--- src/rtl/main_control_unit.sv ---
// main_control_unit: multi-cycle instruction sequencer for a small RV32 core.
// Steps each instruction through FETCH -> DECODE -> EXEC and, depending on
// the opcode, a load/store handshake with the LSU or a wait on the
// multiplier. Unknown opcodes land in an absorbing TRAP state.
//
// Ports
//   MCU_CLOCK_50         clock, rising edge
//   MCU_RESET_InLow      asynchronous active-low reset
//   MCU_Instr_InBUS      instruction word from instruction memory
//   MCU_Imem_Ready       instruction memory handshake (word valid this cycle)
//   MCU_Lsu_Ready        LSU accepted the memory request
//   MCU_Lsu_Rdata_Valid  load data returned this cycle
//   MCU_Mul_Done         multiplier result valid this cycle
//   MCU_State_OutBUS     current state (to the decode unit)
//   MCU_Ir_OutBUS        instruction register
//   MCU_Imem_Req         fetch request (combinational, FETCH only)
//   MCU_Pc_Write         PC update / retirement strobe (combinational)
//   MCU_Lsu_Valid        memory request valid (combinational)
//   MCU_Load_Wb_En       register-file write enable for load data (combinational)
//   MCU_Trap             illegal-opcode flag, held until reset
//   MCU_Instret_OutBUS   retired-instruction counter
module main_control_unit (
  input  logic        MCU_CLOCK_50,
  input  logic        MCU_RESET_InLow,
  input  logic [31:0] MCU_Instr_InBUS,
  input  logic        MCU_Imem_Ready,
  input  logic        MCU_Lsu_Ready,
  input  logic        MCU_Lsu_Rdata_Valid,
  input  logic        MCU_Mul_Done,
  output logic [2:0]  MCU_State_OutBUS,
  output logic [31:0] MCU_Ir_OutBUS,
  output logic        MCU_Imem_Req,
  output logic        MCU_Pc_Write,
  output logic        MCU_Lsu_Valid,
  output logic        MCU_Load_Wb_En,
  output logic        MCU_Trap,
  output logic [31:0] MCU_Instret_OutBUS
);

  localparam int unsigned XLEN = 32;
  localparam int unsigned OPW  = 7;

  typedef enum logic [2:0] {
    ST_RESET    = 3'b000,
    ST_FETCH    = 3'b001,
    ST_DECODE   = 3'b010,
    ST_EXEC     = 3'b011,
    ST_LSU_REQ  = 3'b100,
    ST_LSU_RESP = 3'b101,
    ST_MUL_WAIT = 3'b110,
    ST_TRAP     = 3'b111
  } state_t;

  state_t          state;
  state_t          state_nxt;
  logic [XLEN-1:0] ir;
  logic [XLEN-1:0] instret;
  logic            ir_load;

  logic [OPW-1:0]  opcode;
  logic [OPW-1:0]  funct7;
  logic            is_mem;
  logic            is_mul;
  logic            is_simple;

  // Opcode classification from the latched instruction.
  always_comb begin
    opcode    = ir[6:0];
    funct7    = ir[31:25];
    // 0?00011: LOAD / STORE
    is_mem    = (opcode[6] == 1'b0) && (opcode[4:0] == 5'b00011);
    is_mul    = (opcode == 7'b0110011) && (funct7 == 7'b0000001);
    // 0?10111 LUI/AUIPC, 110?111 JAL/JALR, BRANCH, OP-IMM, OP (non-MUL)
    is_simple = ((opcode[6] == 1'b0) && (opcode[4:0] == 5'b10111))
             || ((opcode[6:4] == 3'b110) && (opcode[2:0] == 3'b111))
             || (opcode == 7'b1100011)
             || (opcode == 7'b0010011)
             || ((opcode == 7'b0110011) && !is_mul);
  end

  // Next-state and strobe logic.
  always_comb begin
    state_nxt      = state;
    ir_load        = 1'b0;
    MCU_Imem_Req   = 1'b0;
    MCU_Pc_Write   = 1'b0;
    MCU_Lsu_Valid  = 1'b0;
    MCU_Load_Wb_En = 1'b0;
    case (state)
      ST_RESET: state_nxt = ST_FETCH;
      ST_FETCH: begin
        MCU_Imem_Req = 1'b1;
        if (MCU_Imem_Ready) begin
          ir_load   = 1'b1;
          state_nxt = ST_DECODE;
        end
      end
      ST_DECODE: state_nxt = ST_EXEC;
      ST_EXEC: begin
        if (is_mem) begin
          state_nxt = ST_LSU_REQ;
        end else if (is_mul) begin
          state_nxt = ST_MUL_WAIT;
        end else if (is_simple) begin
          MCU_Pc_Write = 1'b1;
          state_nxt    = ST_FETCH;
        end else begin
          state_nxt = ST_TRAP;
        end
      end
      ST_LSU_REQ: begin
        MCU_Lsu_Valid = 1'b1;
        if (MCU_Lsu_Ready) begin
          // IR[5] separates STORE (0100011) from LOAD (0000011)
          if (ir[5]) begin
            MCU_Pc_Write = 1'b1;
            state_nxt    = ST_FETCH;
          end else begin
            state_nxt = ST_LSU_RESP;
          end
        end
      end
      ST_LSU_RESP: begin
        if (MCU_Lsu_Rdata_Valid) begin
          MCU_Load_Wb_En = 1'b1;
          MCU_Pc_Write   = 1'b1;
          state_nxt      = ST_FETCH;
        end
      end
      ST_MUL_WAIT: begin
        if (MCU_Mul_Done) begin
          MCU_Pc_Write = 1'b1;
          state_nxt    = ST_FETCH;
        end
      end
      ST_TRAP: state_nxt = ST_TRAP;
      default: state_nxt = ST_RESET;
    endcase
  end

  // State, instruction register and retirement counter.
  always_ff @(posedge MCU_CLOCK_50 or negedge MCU_RESET_InLow) begin
    if (!MCU_RESET_InLow) begin
      state   <= ST_RESET;
      ir      <= '0;
      instret <= '0;
    end else begin
      state <= state_nxt;
      if (ir_load) begin
        ir <= MCU_Instr_InBUS;
      end
      if (MCU_Pc_Write) begin
        instret <= instret + XLEN'(1);
      end
    end
  end

  assign MCU_State_OutBUS   = state;
  assign MCU_Ir_OutBUS      = ir;
  assign MCU_Instret_OutBUS = instret;
  assign MCU_Trap           = (state == ST_TRAP);

endmodule

--- config.mk ---
export PLATFORM = sky130hd
export DESIGN_NAME = main_control_unit
export DESIGN_NICKNAME = d
export VERILOG_FILES = /design/src/rtl/main_control_unit.sv
export SDC_FILE = /design/constraint.sdc
export NUM_CORES = 1
export LEC_CHECK = 0
export CORE_MARGIN = 2
export CORE_UTILIZATION = 30
export CTS_BUF_LIST = sky130_fd_sc_hd__clkbuf_4
export DETAILED_ROUTE_END_ITERATION = 6
export DONT_BUFFER_PORTS = 1
export PLACE_DENSITY = 0.52
export SETUP_SLACK_MARGIN = 0.3
export SYNTH_ARGS = -nofsm -noshare
export SYNTH_HDL_FRONTEND = slang
export SYNTH_SLANG_ARGS = --single-unit
--- constraint.sdc ---
create_clock -name MCU_CLOCK_50 -period 2.9 [get_ports MCU_CLOCK_50]
set_clock_uncertainty 0.2 [all_clocks]
set_input_delay 0.58 -clock MCU_CLOCK_50 [delete_from_list [all_inputs] [get_ports MCU_CLOCK_50]]
set_output_delay 0.58 -clock MCU_CLOCK_50 [all_outputs]
set_load 0.02 [all_outputs]
==> flow_summary_export.csv <==
group,metric,value,unit
run_status,run_status,"finished, final reports clean",
power,netSwitchingPower,1.57,mW
final_layout,final_util,35.0,%
detailed_routing,drt_first_iter_violations,87,
cts,cts_tree,"done",
floorplanning,num_rows,37,
synthesis,post_synth_main_area_contributors,"dfrtp_1 (53%), mux2_2 (12%), xor2_1 (5.5%), xnor2_1 (3.0%), a211oi_1 (2.4%)",
setup_path,end_kind,"primary output",
detailed_routing,remaining_drc_errors,0,
cts,clkTransAtPathRegs,0.13,ns
floorplanning,width_of_the_die,107,microns
detailed_routing,dr_total_vias,2112,
floorplanning,die-height,107,microns
power,powerDensity,963,mW/mm^2
floorplanning,floorplan.die_area,0.0115,sq mm
global_route,global_route_wire_length_before_repair,11.9,mm
floorplanning,pin_count,110,
flow_run,maximum_capacitance_violations,0,
timing,rsz0062_at_grt,"true",
final_layout,antenna-diode-count,0,
synthesis,synthesis.nets,296,
final_layout,areaGrowthSynthToFinish,13.4,%
synthesis,ys_dominant_reg_cell,"dfrtp_1",
timing,setup_violations,0,
synthesis,synthMostInstantiatedCell,"dfrtp_1",
power,power.share.sequential,56.0,%
timing,timing.final.hold_violations,0,
detailed_routing,wl,7.67,mm
hold_path,hp_class,"input port to register",
cts,ctsHtreeMaxLevel,3,
final_layout,drive_gt1_share,32.3,%
place,port-buffer-count,0,
synthesis,postSynthCellCount,257,
timing,setup_tns,0,ns
place,hpwlAfterDp,5.31,mm
synthesis,syn-cell-area,0.00319,sq mm
cts,cts_inserted_buffers,9,
place,gpl.final_weighted_congestion,0.765,
power,power.ir.vdd_worst,0.335,mV
power,standby_leakage_power,1.29,nW
place,cell_total_after_placement,393,
setup_path,worstPathRequired,2.12,ns
cts,cts_root_buf,"clkbuf_4",
cts,cts-root-to-sink-buffers,2,
synthesis,synth-edff-count,0,
cts,clock_insertion_delay_worst_skew,0.44,ns
detailed_routing,drt-wirelength-per-cell,18.5,microns
synthesis,postSynthRegisterBits,67,
setup_path,crit_path_start_kind,"register",
synthesis,synth.yosys.seq_area_share,52.6,%
timing,drv_slew,0,
timing,slew_headroom,55.2,%
synthesis,syn-mean-instance-area,12.4,sq um
floorplanning,core_area,0.0103,sq mm
synthesis,synth.cells.most_frequent,"dfrtp_1 (67), mux2_2 (33), xor2_1 (20)",
detailed_routing,firstDrtPassIters,4,
final_layout,finalNonFillerCells,415,
global_route,maximum_number_of_pins_on_one_net_before_global_route_repair,68,
global_route,grt_antenna_before_repair,0,
setup_path,critPathMaxFanout,3,
cts,cts_num_sinks,67,
synthesis,synthDominantAreaCellType,"dfrtp_1",
setup_path,worstSetupPathType,"register to primary output",
timing,finalCriticalPeriod,2.59,ns
final_layout,net_count_final,313,
power,power.combinational.fraction,29.0,%
global_route,grt_remaining_overflow,0,
timing,worst_slew_pin_slew,0.672,ns
synthesis,yosysWarningCount,0,
power,sw_frac_of_total,45.3,%
floorplanning,start_util,30.9,%
global_route,grt_pass1_vias,2181,
global_route,grtUsageTotal,13.8,%
power,pwr-share-clk,14.9,%
synthesis,async_flop_share,100,%
detailed_routing,antenna_left,0,
synthesis,post-synth-top-area-fraction,52.6,%
synthesis,yosysUniqueCellTypes,44,
timing,timing.final.crit_share,89.2,%
power,power_report.internal_total,1.90,mW
setup_path,cp.arrival,1.81,ns
setup_path,rrSetupSlack,0.44,ns
detailed_routing,drt-vias-per-instance,5.09,
timing,fmax,387,MHz
power,post-layout-total-power,3.48,mW
==> logic make-up after synthesis <==
logic type / share of synthesized area [%]
multiplexers: 11.7
buffers and inverters: 2.51
AND/OR/NAND/NOR: 11.1
XOR/XNOR: 8.52
flip-flops: 52.6
AO/OA/AOI/OAI: 13.2
adder cells (fa/ha/maj): 0.393
==> critical path, stage by stage (launching register included) <==
cell and delay (ns):
dfrtp_1 0.50, nor4b_1 0.34, nand4_1 0.23, o211ai_4 0.17, nand2_4 0.13
==> flip-flops by register name, summed over array words and instances (netlist names) <==
name and flops:
MCU_State_OutBUS 3, MCU_Ir_OutBUS 32, MCU_Instret_OutBUS 32
==> worst paths after layout <==
path / from / cells after the start / to
setup / recovery: MCU_Ir_OutBUS[27] / 4 / MCU_Pc_Write
hold / removal: MCU_Instr_InBUS[25] / 1 / MCU_Ir_OutBUS[25]
setup reg to reg: MCU_Ir_OutBUS[3] / 6 / MCU_Instret_OutBUS[18]
hold reg to reg: MCU_Instret_OutBUS[11] / 1 / MCU_Instret_OutBUS[11]
max in group asynchronous: MCU_RESET_InLow / 2 / MCU_Instret_OutBUS[11]
min in group asynchronous: MCU_RESET_InLow / 2 / MCU_Ir_OutBUS[0]
==> metrics by stage <==
step	setup slack, ns	hold slack, ns	instance area [sq um]
after floorplan	0.371	0.0844	3190
after global placement	0.312	0.0858	3390
after detailed placement	0.302	0.0856	3390
after CTS	0.267	0.0595	3590
after global routing	0.232	0.0545	3610
final	0.314	0.0804	3610
==> metal layers <==
metal / track usage (%) / vias up / routed length (microns)
li1: - / 979 / -
met1: 17.5 / 1060 / 3350
met2: 20.9 / 60 / 3630
met3: 4.68 / 13 / 528
met4: 6.68 / 0 / 163
met5: 0 / - / 0
==> power groups by stage <==
| stage | combinational [mW] | sequential (mW) | clock (mW) |
|---|---|---|---|
| after floorplan | 0.726 | 1.88 | 0 |
| after CTS | 1.02 | 1.95 | 0.550 |
| final | 1.01 | 1.95 | 0.520 |
| after global placement | 0.929 | 1.95 | 0 |
| after global routing | 1.10 | 2.00 | 0.589 |
| after detailed placement | 0.945 | 1.96 | 0 |
==> cells in the final DEF, fill, tap and decap left out, types with 2 or more instances in the layout <==
| cell | n |
|---|---|
| clkbuf_4 | 9 |
| nor3_1 | 2 |
| o211ai_1 | 2 |
| a21oi_1 | 7 |
| a2111oi_1 | 2 |
| a2111oi_2 | 4 |
| nand3_1 | 8 |
| a211oi_1 | 10 |
| nand2b_1 | 4 |
| clkinvlp_4 | 2 |
| o2111ai_1 | 2 |
| and4_1 | 3 |
| dfrtp_1 | 56 |
| clkinv_1 | 4 |
| nand2_1 | 15 |
| inv_1 | 6 |
| dfrtp_2 | 11 |
| nand4_1 | 4 |
| mux2_2 | 33 |
| a2111oi_0 | 4 |
| xor2_1 | 20 |
| nor2_1 | 7 |
| o21ai_0 | 4 |
| xnor2_1 | 11 |
| a2111oi_4 | 2 |
| and3_1 | 4 |
| nor2b_1 | 3 |
| buf_4 | 16 |
==> final cells by class <==
class	count	area, sq um
Sequential cell	67	1690
Clock buffer	9	67.6
Inverter	6	22.5
Tap cell	136	170
Multi-Input combinational cell	172	1470
Clock inverter	7	35.0
Timing Repair Buffer	18	158
Fill cell	1041	6710
==> repair_timing <==
item                                    CTS  global route
resized for setup                        15             5
pin swaps                                 4             1
setup buffers                             3             1
hold buffers                              2             0
hold endpoints to repair                 67             0
endpoints found under the setup margin    1            10
No activity file was read; power rests on OpenSTA's default activity.
